### src/rtl/rv_inst_encoder_pkg.sv
// rv_inst_encoder_pkg: request kinds, RV32I opcodes/funct3 values and encoder helpers.
package rv_inst_encoder_pkg;

    typedef enum logic [3:0] {R_OP, I_OP, LOAD, STORE, BRANCH, JAL, JALR, LUI, AUIPC, LI} enc_kind_e;
    typedef enum logic [1:0] {IDLE, EMIT, EMIT2} enc_state_e;

    localparam logic [4:0] G_LOAD   = 5'b00000;
    localparam logic [4:0] G_OP_IMM = 5'b00100;
    localparam logic [4:0] G_AUIPC  = 5'b00101;
    localparam logic [4:0] G_STORE  = 5'b01000;
    localparam logic [4:0] G_OP     = 5'b01100;
    localparam logic [4:0] G_LUI    = 5'b01101;
    localparam logic [4:0] G_BRANCH = 5'b11000;
    localparam logic [4:0] G_JALR   = 5'b11001;
    localparam logic [4:0] G_JAL    = 5'b11011;

    localparam logic [6:0] OPC_LOAD   = {G_LOAD,   2'b11};
    localparam logic [6:0] OPC_OP_IMM = {G_OP_IMM, 2'b11};
    localparam logic [6:0] OPC_AUIPC  = {G_AUIPC,  2'b11};
    localparam logic [6:0] OPC_STORE  = {G_STORE,  2'b11};
    localparam logic [6:0] OPC_OP     = {G_OP,     2'b11};
    localparam logic [6:0] OPC_LUI    = {G_LUI,    2'b11};
    localparam logic [6:0] OPC_BRANCH = {G_BRANCH, 2'b11};
    localparam logic [6:0] OPC_JALR   = {G_JALR,   2'b11};
    localparam logic [6:0] OPC_JAL    = {G_JAL,    2'b11};

    localparam logic [2:0] F3_ADD = 3'b000;
    localparam logic [2:0] F3_SLL = 3'b001;
    localparam logic [2:0] F3_SR  = 3'b101;
    localparam logic [2:0] F3_BEQ = 3'b000;
    localparam logic [2:0] F3_BNE = 3'b001;

    function automatic logic [4:0] gopcode(enc_kind_e k);
        case (k)
            I_OP, LI: return G_OP_IMM;
            LOAD:     return G_LOAD;
            STORE:    return G_STORE;
            BRANCH:   return G_BRANCH;
            JAL:      return G_JAL;
            JALR:     return G_JALR;
            LUI:      return G_LUI;
            AUIPC:    return G_AUIPC;
            default:  return G_OP;
        endcase
    endfunction

    function automatic logic fits_signed(logic [31:0] v, int unsigned n);
        logic [31:0] s;
        s = 32'($signed(v) >>> (n - 1));
        return (s == 32'h0) || (s == 32'hFFFF_FFFF);
    endfunction

endpackage

### src/rtl/rv_inst_encoder_pack.sv
// rv_inst_pack: combinational packing of one request (kind + fields) into an RV32I word.
module rv_inst_pack
    import rv_inst_encoder_pkg::*;
(
    input  logic [3:0]  kind,
    input  logic [2:0]  f3_i,
    input  logic        alt,
    input  logic [4:0]  rd,
    input  logic [4:0]  rs1,
    input  logic [4:0]  rs2,
    input  logic [31:0] imm,
    output logic [31:0] word
);

    enc_kind_e  k;
    logic [6:0] opc;
    logic [2:0] f3;
    logic [6:0] i_hi;
    logic       shift;

    assign k     = enc_kind_e'(kind);
    assign opc   = {gopcode(k), 2'b11};
    assign f3    = (k == JALR) ? 3'b000 : f3_i;
    // Shift immediates carry only shamt; bit 30 selects arithmetic right shift.
    assign shift = (k == I_OP) && (f3_i == F3_SLL || f3_i == F3_SR);
    assign i_hi  = shift ? {1'b0, alt, 5'b0} : imm[11:5];

    always_comb begin
        word = (k == I_OP || k == LOAD || k == JALR || k == LI) ? {i_hi, imm[4:0], rs1, f3, rd, opc}
             : (k == STORE)  ? {imm[11:5], rs2, rs1, f3, imm[4:0], opc}
             : (k == BRANCH) ? {imm[12], imm[10:5], rs2, rs1, f3, imm[4:1], imm[11], opc}
             : (k == LUI || k == AUIPC) ? {imm[31:12], rd, opc}
             : (k == JAL)    ? {imm[20], imm[10:1], imm[11], imm[19:12], rd, opc}
             : {1'b0, alt, 5'b0, rs2, rs1, f3, rd, opc};
    end

endmodule

### src/rtl/rv_inst_encoder.sv
// rv_inst_encoder: registered RV32I encoder with LI -> LUI+ADDI expansion.
// Optional RV_ENC_RANGE_CHECK_EN rejects out-of-range immediates and pulses enc_err.
module rv_inst_encoder
    import rv_inst_encoder_pkg::*;
#(
    parameter int XLEN = 32
) (
    input  logic            clk,
    input  logic            rst,
    input  logic            req_valid,
    output logic            req_ready,
    input  logic [3:0]      req_kind,
    input  logic [2:0]      req_funct3,
    input  logic            req_alt,
    input  logic [4:0]      req_rd,
    input  logic [4:0]      req_rs1,
    input  logic [4:0]      req_rs2,
    input  logic [XLEN-1:0] req_imm,
    output logic            inst_valid,
    input  logic            inst_ready,
    output logic [31:0]     inst,
    output logic            inst_last,
    output logic            enc_err
);

    enc_state_e  state_q, state_d;
    enc_kind_e   kind;
    logic        valid_q, valid_d, last_q, last_d, err_q, err_d;
    logic [31:0] inst_q, inst_d, pend_q, pend_d;
    logic        is_li, fits12, two, reject, req_hs, out_hs;
    logic [19:0] li_hi;
    logic [3:0]  k0;
    logic [31:0] w0, w1;

    assign kind   = enc_kind_e'(req_kind);
    assign is_li  = (kind == LI);
    assign fits12 = fits_signed(req_imm, 12);
    assign li_hi  = 20'((req_imm + 32'h800) >> 12);
    assign two    = is_li && !fits12 && (req_imm[11:0] != 12'h0);
    assign k0     = !is_li ? req_kind : fits12 ? 4'(I_OP) : 4'(LUI);

    rv_inst_pack u_pack0 (
        .kind (k0),
        .f3_i (is_li ? F3_ADD : req_funct3),
        .alt  (is_li ? 1'b0 : req_alt),
        .rd   (req_rd),
        .rs1  (is_li ? 5'd0 : req_rs1),
        .rs2  (req_rs2),
        .imm  ((is_li && !fits12) ? {li_hi, 12'h0} : req_imm),
        .word (w0)
    );

    rv_inst_pack u_pack1 (
        .kind (4'(I_OP)),
        .f3_i (F3_ADD),
        .alt  (1'b0),
        .rd   (req_rd),
        .rs1  (req_rd),
        .rs2  (5'd0),
        .imm  ({{20{req_imm[11]}}, req_imm[11:0]}),
        .word (w1)
    );

`ifdef RV_ENC_RANGE_CHECK_EN
    assign reject = (kind == I_OP) ? ((req_funct3 == F3_SLL || req_funct3 == F3_SR) ? (req_imm[31:5] != 27'h0) : !fits12)
                  : (kind == LOAD || kind == STORE || kind == JALR) ? !fits12
                  : (kind == BRANCH) ? (!fits_signed(req_imm, 13) || req_imm[0])
                  : (kind == JAL) ? (!fits_signed(req_imm, 21) || req_imm[0])
                  : 1'b0;
`else
    assign reject = 1'b0;
`endif

    // A new request may ride on the handshake of the final word, so IDLE is effectively re-entered then.
    assign req_ready = !valid_q || (inst_ready && last_q);
    assign req_hs    = req_valid && req_ready;
    assign out_hs    = valid_q && inst_ready;

    always_comb begin
        state_d = state_q;
        valid_d = valid_q;
        inst_d  = inst_q;
        last_d  = last_q;
        pend_d  = pend_q;
        err_d   = 1'b0;
        if (out_hs) begin
            valid_d = (state_q == EMIT) && !last_q;
            inst_d  = ((state_q == EMIT) && !last_q) ? pend_q : inst_q;
            last_d  = ((state_q == EMIT) && !last_q) ? 1'b1 : last_q;
            state_d = ((state_q == EMIT) && !last_q) ? EMIT2 : IDLE;
        end
        if (req_hs) begin
            err_d   = reject;
            valid_d = !reject;
            inst_d  = reject ? inst_d : w0;
            last_d  = reject ? last_d : !two;
            pend_d  = reject ? pend_q : w1;
            state_d = reject ? IDLE : EMIT;
        end
    end

    always_ff @(posedge clk) begin
        if (rst) begin
            state_q <= IDLE;
            valid_q <= 1'b0;
            inst_q  <= 32'h0;
            last_q  <= 1'b0;
            pend_q  <= 32'h0;
            err_q   <= 1'b0;
        end else begin
            state_q <= state_d;
            valid_q <= valid_d;
            inst_q  <= inst_d;
            last_q  <= last_d;
            pend_q  <= pend_d;
            err_q   <= err_d;
        end
    end

    assign inst_valid = valid_q;
    assign inst       = inst_q;
    assign inst_last  = last_q;
    assign enc_err    = err_q;

endmodule
### config.mk
export PLATFORM = sky130hd
export DESIGN_NAME = rv_inst_encoder
export DESIGN_NICKNAME = d
export VERILOG_FILES = /design/src/rtl/rv_inst_encoder_pkg.sv /design/src/rtl/rv_inst_encoder_pack.sv /design/src/rtl/rv_inst_encoder.sv
export SDC_FILE = /design/constraint.sdc
export NUM_CORES = 1
export LEC_CHECK = 0
export ABC_AREA = 0
export BUFFER_PORTS_ARGS = -buffer_cell sky130_fd_sc_hd__clkbuf_2
export CAP_MARGIN = 25
export CORE_MARGIN = 10
export CORE_UTILIZATION = 35
export CTS_BUF_LIST = sky130_fd_sc_hd__clkbuf_4 sky130_fd_sc_hd__clkbuf_8
export DETAILED_ROUTE_END_ITERATION = 8
export SKIP_LAST_GASP = 1
export SLEW_MARGIN = 20
export SYNTH_ARGS = -nofsm -noshare
export SYNTH_HDL_FRONTEND = slang
export SYNTH_SLANG_ARGS = --single-unit
### constraint.sdc
create_clock -name clk -period 2.8 [get_ports clk]
set_clock_uncertainty 0.05 [all_clocks]
set_input_delay 0.56 -clock clk [delete_from_list [all_inputs] [get_ports clk]]
set_output_delay 0.56 -clock clk [all_outputs]
set_load 0.03 [all_outputs]
# Word level (Yosys, flattened, before mapping)
# Memories as Yosys holds them, arrays and structs flattened. A register that Yosys moved wholly into a read port is not among the register bits.
# Cells that the tools add are included.
# Widths: inputs -> output; s select.
[totals] latchBits=0 n_memories=2 mem_bits_ro=160 ram_bits=0 out_inout_bits=36 elab_cells=71 regBits=65 input_bits=59
[classes] n_mux=24 shifts=0 div=0 multipliers=0 reduce_logical=24 n_addsub=1 eq_ne=14 n_bitwise=0 magnitude_cmp=0
[memory_table] memory="(no name shown)" words=16 word_bits=5 read_ports=1 rd_ports_with_merged_regs=0 write_ports=0 line="rv_inst_encoder_pkg.sv:34" text="case (k)"
[memory_table] memory="(no name shown)" words=16 word_bits=5 read_ports=1 rd_ports_with_merged_regs=1 write_ports=0 line="rv_inst_encoder_pkg.sv:34"
[op_table] operator="$mux 32" count=9
[op_table] operator="$add 32x12->32 const B" count=1
[op_table] operator="$eq 32x32->1 const B" count=1
[op_table] operator="$logic_not 32->1" count=1
[op_table] operator="$eq 4x3->1 const B" count=4
[op_table] operator="$eq 4x4->1 const B" count=3
[op_table] operator="$reduce_bool 12->1" count=1
[op_table] operator="$mux 3" count=3
[op_table] operator="$eq 4x2->1 const B" count=2
[op_table] operator="$mux 1" count=8
[op_table] operator="$logic_and 1x1->1" count=7
[op_table] operator="$logic_or 1x1->1" count=7
[op_table] operator="$mux 7" count=1
[op_table] operator="$mux 5" count=1
[op_table] operator="$eq 4x1->1 const B" count=1
[op_table] operator="$logic_not 1->1" count=4
[op_table] operator="$mux 4" count=1
[op_table] operator="$reduce_bool 2->1" count=2
[op_table] operator="$eq 3x1->1 const B" count=1
[op_table] operator="$eq 3x3->1 const B" count=1
[op_table] operator="$eq 2x1->1 const B" count=1
[op_table] operator="$mux 2" count=1
[op_table] operator="$reduce_and 2->1" count=1
[op_table] operator="$reduce_or 2->1" count=1

# Longest topological paths before layout
# Gate-level depths: netlist of the first run.
[depth] ltp_word=12 mapped_depth=10 mapped_depth_nobuf=9

# Modules after synthesis
# From an unflattened synthesis of the first run, not the netlist that was laid out.
[hier_totals] cells_unflattened=646 hier_area_um2=5106.1
[modules_own_cells] module="rv_inst_encoder" seq_area_each_um2=1361.3 area_each_um2=3442.1 instances=1 cells_per_inst=414
[modules_own_cells] module="rv_inst_pack (u_pack0)" seq_area_each_um2=0.0 area_each_um2=837.1 instances=1 cells_per_inst=124
[modules_own_cells] module="rv_inst_pack (u_pack1)" seq_area_each_um2=0.0 area_each_um2=827.0 instances=1 cells_per_inst=108

# Least setup slack after synthesis of the first run
# Ideal clock, no wire load.
[synth_path] kind="in2reg" from="in req_imm[15]" to="reg inst_q[18], in the netlist inst[18]" n_path_buf=2 setup_time_ns=0.091 t_required_ns=2.659 path_stages=9 path_slack_ns=0.349 arrival_ns=2.310 cell_sequence="buf_4 -> nand4_2 -> or3_4 -> o41ai_4 -> buf_2 -> nor4_2 -> xor2_1 -> nand2_1 -> a311oi_1"
[synth_via] elab_chain_cells=11 word_cells_on_any_way=28 classes_between="add/sub: 1; eq/ne: 10; mux: 9; reduce/logical: 8"
[synth_lines] element="from (decl)" line="rv_inst_encoder.sv:18" text="input logic [XLEN-1:0] req_imm,"
[synth_lines] element="branches (longest 9 deep; another with $add 32x12->32)"
[synth_lines] element="$mux 32 *" line="rv_inst_encoder_pack.sv:29" text="word = (k == I_OP || k == LOAD || k == JALR || k == LI) ? {i_hi, imm[4:0], rs1, f3, rd, opc}"
[synth_lines] element="$mux 32 *" line="rv_inst_encoder.sv:92" text="if (req_hs) begin"
[synth_lines] element="to (signal assigned)" line="rv_inst_encoder.sv:113" text="inst_q <= inst_d;"
[synth_lines] element="to (decl)" line="rv_inst_encoder.sv:29" text="logic [31:0] inst_q, inst_d, pend_q, pend_d;"
# Mark *: on every way between the ends.
# A chain may end at the register's enable or synchronous reset.

# Worst setup path after layout of the first run
[layout_path] from="in req_imm[11]" to="reg inst_q[30], in the netlist inst[30]"
[layout_via] elab_chain_cells=11 word_cells_on_any_way=30 classes_between="add/sub: 1; eq/ne: 10; mux: 10; reduce/logical: 9"
[layout_lines] element="branches (longest 9 deep; another with $add 32x12->32)"
[layout_lines] element="$mux 32 *" line="rv_inst_encoder_pack.sv:29"
[layout_lines] element="$mux 32 *" line="rv_inst_encoder.sv:92"
# Marked as above.

==> flow_summary_export.csv, run 1 <==
group,metric,value,unit
run_status,outcome,"finished, final reports clean",
sta,relSlewSlack,62.0,%
clock_network,cts_tree,"yes",
layout,nNetsFinal,607,
grt,grt_max_degree,27,
grt,overflow,0,
synth,syn_area_per_cell,7.49,um2
critical_path,r2r-end,"inst[31]",
power,internal-power,1190,uW
critical_path,cp.arrival,2.64,ns
synth,postSynthRegisterBits,53,
grt,grt_use_total,17.5,%
power,seqPwrFrac,46.7,%
critical_path,required,2.96,ns
power,irDropWorstVdd,0.000235,V
detailed_routing,top_layer,"met5",
floorplan,coreArea,9280,um2
synth,synthFlopType,"dfxtp_1",
place,place_ws,0.0331,ns
detailed_routing,wl_per_cell,18.9,um
grt,grt_pass1_wl,20200,um
synth,async_reset_ff_share,0,%
layout,synthToLayoutAreaGrowth,23.8,%
critical_path,crit_path_max_fanout,5,
place,dp_cells,668,
detailed_routing,ant_nets,0,
layout,drive_gt1_share,26.9,%
detailed_routing,route.met2.wl,5570,um
clock_network,root_buffer,"clkbuf_8",
clock_network,h-tree-depth,2,
floorplan,initial_core_util,36.2,%
sta,fmax,404,MHz
layout,nFillCells,1004,
synth,synthDistinctLibCells,66,
layout,diodes,0,
clock_network,clock_latency,0.30,ns
place,gp_congestion,0.946,
critical_path,startpoint_type,"primary input",
detailed_routing,wl_met3,945,um
sta,setup_slack,0.324,ns
clock_network,numCtsBuffers,5,
clock_network,cts_sinks,53,
grt,grt_pass1_vias,3742,
sta,rsz0062_at_grt,"false",
layout,multi_input_area,2130,um2
critical_path,r2r-start,"inst_valid",
floorplan,dieArea,13900,um2
critical_path,crit_path_end_kind,"flip-flop",
critical_path,reg2reg_depth,6,
detailed_routing,firstDrtPassIters,5,
layout,regArea,1060,um2
power,leakage,0.00170,uW
clock_network,cts_resized,0,
synth,yosysSeqAreaShare,31.6,%
clock_network,cts-hold-fix-buffers,0,
synth,yosys_warnings,0,
run,maxCapViolations,0,
power,clkPwrFrac,24.7,%
detailed_routing,routed_wl,12700,um
critical_path,critPathKind,"in2reg",
critical_path,startpoint,"req_imm[11]",
floorplan,rows,35,
floorplan,die-width,118,um
synth,synth_area,3360,um2
floorplan,ios,95,
detailed_routing,drc_errors,0,
sta,layout_min_cycle_time,2.48,ns
floorplan,die_h,118,um
sta,finalHoldViolCount,0,
sta,tightestPinTransition,0.567,ns
power,p_sw,628,uW
synth,synth_nets,510,
detailed_routing,drt-initial-drc-count,351,
critical_path,crit_end,"inst[30]",
clock_network,ctsLongestPathBuffers,2,
sta,final_max_slew_viol_count,0,
clock_network,cts_setup_buffers,0,
power,combPwrFrac,28.6,%
place,hpwl,10300,um
power,power_density,436,nW/um2
clock_network,clk_pin_slew,0.09,ns
synth,synth_edf_count,0,
min_path,holdCritPathClass,"reg2reg",
power,p_sw_share,34.5,%
sta,fin_hold_ws,0.410,ns
layout,fin_cells,675,
sta,min_period_over_period,88.4,%
detailed_routing,viasPerCell,5.54,
detailed_routing,wl_met1,5980,um
detailed_routing,vias,3742,
place,port_buffers,93,
grt,antenna_found_initial,1,
synth,synthCells,449,
critical_path,rrSetupSlack,0.86,ns
sta,finalSetupViolCount,0,
[cells by family after synthesis]
group                    count (synthesis)  synth area share [%]
AO/OA/AOI/OAI                          124                  25.6
XOR/XNOR                                18                  4.69
adder cells (fa/ha/maj)                  2                 0.744
buffers and inverters                   41                  4.99
flip-flops                              53                  31.6
multiplexers                             9                  2.68
other                                    1                 0.112
AND/OR/NAND/NOR                        201                  29.6
[synth_stat cells, types with 9 or more instances]
cell	count	share of area, %
nand2_1	94	10
mux2i_1	9	2.7
a31oi_1	9	1.7
dfxtp_1	53	32
nor4_1	11	2.0
inv_1	9	1.0
clkbuf_1	25	2.8
o21ai_0	10	1.5
a21oi_1	49	7.3
xor2_1	10	2.6
nor3_1	10	1.5
nand3_1	13	1.9
nor2_1	28	3.1
[power by group through the flow]
stage / combinational (uW) / clock [uW] / sequential, uW
after detailed placement: 517 / 0 / 865
final: 519 / 449 / 848
after CTS: 519 / 462 / 847
after global routing: 566 / 494 / 855
after floorplan: 238 / 0 / 932
after global placement: 519 / 0 / 862
[registers in the layout (all words and copies together) (netlist names)]
| signal | count |
|---|---|
| inst_last | 1 |
| state_q | 2 |
| pend_q | 18 |
| inst_valid | 1 |
| inst | 31 |
[layout by cell type (no fill, tap or decap), types with 10 or more instances in the layout]
| cell | synthesis | final |
|---|---|---|
| nand2_1 | 94 | 94 |
| clkbuf_2 | 0 | 93 |
| dfxtp_1 | 53 | 53 |
| a21oi_1 | 49 | 49 |
| buf_4 | 3 | 29 |
| nor2_1 | 28 | 28 |
| nand3_1 | 13 | 13 |
| nor4_1 | 11 | 11 |
| o21ai_0 | 10 | 10 |
| nor3_1 | 10 | 10 |
| xor2_1 | 10 | 10 |
[how the worst min path moves through the flow]
stage / start / end / cells after the start
2_1_floorplan: pend_q[24] / pend_q[24] / 2
3_3_place_gp: pend_q[18] / pend_q[18] / 2
3_5_place_dp: pend_q[15] / pend_q[15] / 2
4_1_cts: pend_q[15] / pend_q[15] / 2
5_1_grt: req_rd[3] / pend_q[18] / 3
6_report: pend_q[15] / pend_q[15] / 2
[area by class of cell]
class                           instances  area share [%]
Multi-Input combinational cell        355            51.2
Sequential cell                        53            25.5
Timing Repair Buffer                  122            16.4
Tap cell                              129            3.88
Clock buffer                            6            1.98
Inverter                                9           0.812
Clock inverter                          1           0.180
[per-stage QoR]
| step | TNS, ns | instance area (um2) | util [%] | total power [uW] |
|---|---|---|---|---|
| after floorplan | 0 | 3360 | - | 1170 |
| after global placement | -0.0446 | 4070 | 43.9 | 1380 |
| after detailed placement | 0 | 4070 | 43.9 | 1380 |
| after CTS | 0 | 4160 | 44.8 | 1830 |
| after global routing | 0 | 4160 | 44.8 | 1920 |
| final | 0 | 4160 | 44.8 | 1820 |
[metal layers]
layer  up-vias  global-route usage [%]
met5         -                       0
met4         2                    4.71
met3        22                    4.89
met2       155                    27.2
met1      1741                    23.2
li1       1822                       -
[critical path: stages]
cell	delay [ns]
clkbuf_2	0.12
inv_1	0.08
ha_1	0.19
nor4b_1	0.14
nand2_1	0.07
a2bb2o_1	0.38
a31oi_1	0.50
nand2_1	0.23
o41ai_1	0.36
No activity file was read; power rests on OpenSTA's default activity.
==> inputs of run 2 (changes only) <==
CELL_PAD_IN_SITES_DETAIL_PLACEMENT = 1   (was unset)
CELL_PAD_IN_SITES_GLOBAL_PLACEMENT = 2   (was unset)
CORE_UTILIZATION = 30   (was 35)
PLACE_DENSITY_LB_ADDON = 0.1   (was unset)
==> flow_summary_export.csv, run 2 (synthesis gave the netlist of run 1 again) <==
group,metric,value,unit
run_status,outcome,"finished, final reports clean",
floorplan,die_h,126,um
layout,diodes,0,
sta,finalSetupViolCount,0,
clock_network,root_buffer,"clkbuf_8",
critical_path,crit_end,"inst[30]",
layout,most-common-layout-cells,"nand2_1, clkbuf_2, dfxtp_1, a21oi_1, buf_4",
critical_path,crit_path_end_kind,"flip-flop",
critical_path,startpoint_type,"primary input",
sta,relSlewSlack,64.8,%
critical_path,cp.arrival,2.68,ns
sta,tightestPinTransition,0.529,ns
power,leakage,0.00173,uW
critical_path,startpoint,"req_imm[11]",
critical_path,r2r-end,"inst[31]",
layout,synthToLayoutAreaGrowth,25.6,%
place,hpwl,11500,um
critical_path,crit_path_max_fanout,5,
floorplan,coreArea,10900,um2
clock_network,cts_tree,"yes",
run,maxCapViolations,0,
critical_path,critPathKind,"in2reg",
grt,grt_max_degree,28,
detailed_routing,drc_errors,0,
floorplan,die-width,126,um
clock_network,clk_pin_slew,0.10,ns
detailed_routing,vias,3740,
detailed_routing,viasPerCell,5.42,
detailed_routing,drt-initial-drc-count,263,
sta,finalHoldViolCount,0,
power,irDropWorstVdd,0.000211,V
floorplan,initial_core_util,30.9,%
sta,rsz0062_at_grt,"false",
critical_path,reg2reg_depth,6,
grt,grt_pass1_wl,23000,um
sta,fmax,398,MHz
clock_network,cts_setup_buffers,0,
layout,fin_util,38.8,%
grt,grt_use_total,17.8,%
layout,final_common_cell,"nand2_1",
grt,antenna_found_initial,0,
grt,grt_pass1_vias,3945,
power,power_density,437,nW/um2
sta,layout_min_cycle_time,2.51,ns
clock_network,h-tree-depth,2,
floorplan,rows,38,
sta,final_max_slew_viol_count,0,
grt,overflow,0,
critical_path,r2r-start,"inst_valid",
clock_network,ctsLongestPathBuffers,2,
sta,tns,0,ns
sta,min_period_over_period,89.7,%
layout,drive_gt1_share,27.5,%
clock_network,cts-hold-fix-buffers,0,
layout,largest_register_ffs,31,
place,port_buffers,93,
min_path,holdCritPathClass,"reg2reg",
clock_network,cts_resized,0,
clock_network,numCtsBuffers,5,
place,gp_congestion,0.883,
detailed_routing,firstDrtPassIters,4,
detailed_routing,wl_per_cell,20.9,um
floorplan,ios,95,
floorplan,dieArea,15800,um2
detailed_routing,routed_wl,14400,um
detailed_routing,ant_nets,0,
critical_path,required,2.97,ns
clock_network,cts_sinks,53,
layout,nNetsFinal,610,
critical_path,rrSetupSlack,0.70,ns
clock_network,clock_latency,0.32,ns
run 2: changes by cell type in the layout (fill, tap and decap cells not counted), sizes merged:
| cell | delta |
|---|---|
| buf | +3 |
| clkbuf | +1 |
run 2: metrics by stage:
| step | hold slack [ns] | cell area [um2] | worst slack, ns | cells | power [uW] |
|---|---|---|---|---|---|
| after floorplan | 0.386 | 3360 | 0.349 | 449 | 1170 |
| after global placement | 0.392 | 4130 | 0.0293 | 682 | 1400 |
| after detailed placement | 0.401 | 4130 | -0.0471 | 682 | 1400 |
| after CTS | 0.414 | 4220 | 0.287 | 690 | 1870 |
| after global routing | 0.432 | 4220 | 0.100 | 690 | 1950 |
| final | 0.413 | 4220 | 0.290 | 690 | 1850 |
run 2: worst max-delay path, cell delays in order:
cell and delay (ns):
clkbuf_2 0.15, inv_1 0.07, ha_1 0.19, nor4b_1 0.14, nand2_1 0.08, a2bb2o_1 0.33
buf_4 0.16, a31oi_1 0.41, nand2_1 0.20, o41ai_1 0.38
run 2: worst min-delay path by stage:
stage                    start         end  cells past startpoint
floorplan           pend_q[24]  pend_q[24]                      2
global placement    pend_q[22]  pend_q[22]                      2
detailed placement  pend_q[16]  pend_q[16]                      2
CTS                 pend_q[16]  pend_q[16]                      2
global route         req_rd[1]  pend_q[16]                      3
finish              pend_q[22]  pend_q[22]                      2
run 2: layout make-up:
cell class                 count  area, um2
clock inverter                 1       7.51
timing repair buffer         125        718
multi-input combinational    355       2140
inverter                       9       33.8
sequential                    53       1060
fill                        1400       6670
clock buffer                   7       83.8
tap                          140        175
run 2: report_power, final:
group	total, uW	switching (uW)	internal (uW)
clock	463	265	197
combinational	537	351	187
sequential	847	35.8	811
run 2: per-layer routing:
metal  GRT usage, %  vias up  wire, um  share of wire [%]
met2           29.1       84      6720                 47
met5              0        -         0                  0
met4           3.42        0       123               0.85
met3           2.94       11       665                4.6
met1           24.1     1814      6930                 48
li1               -     1831         -                  -
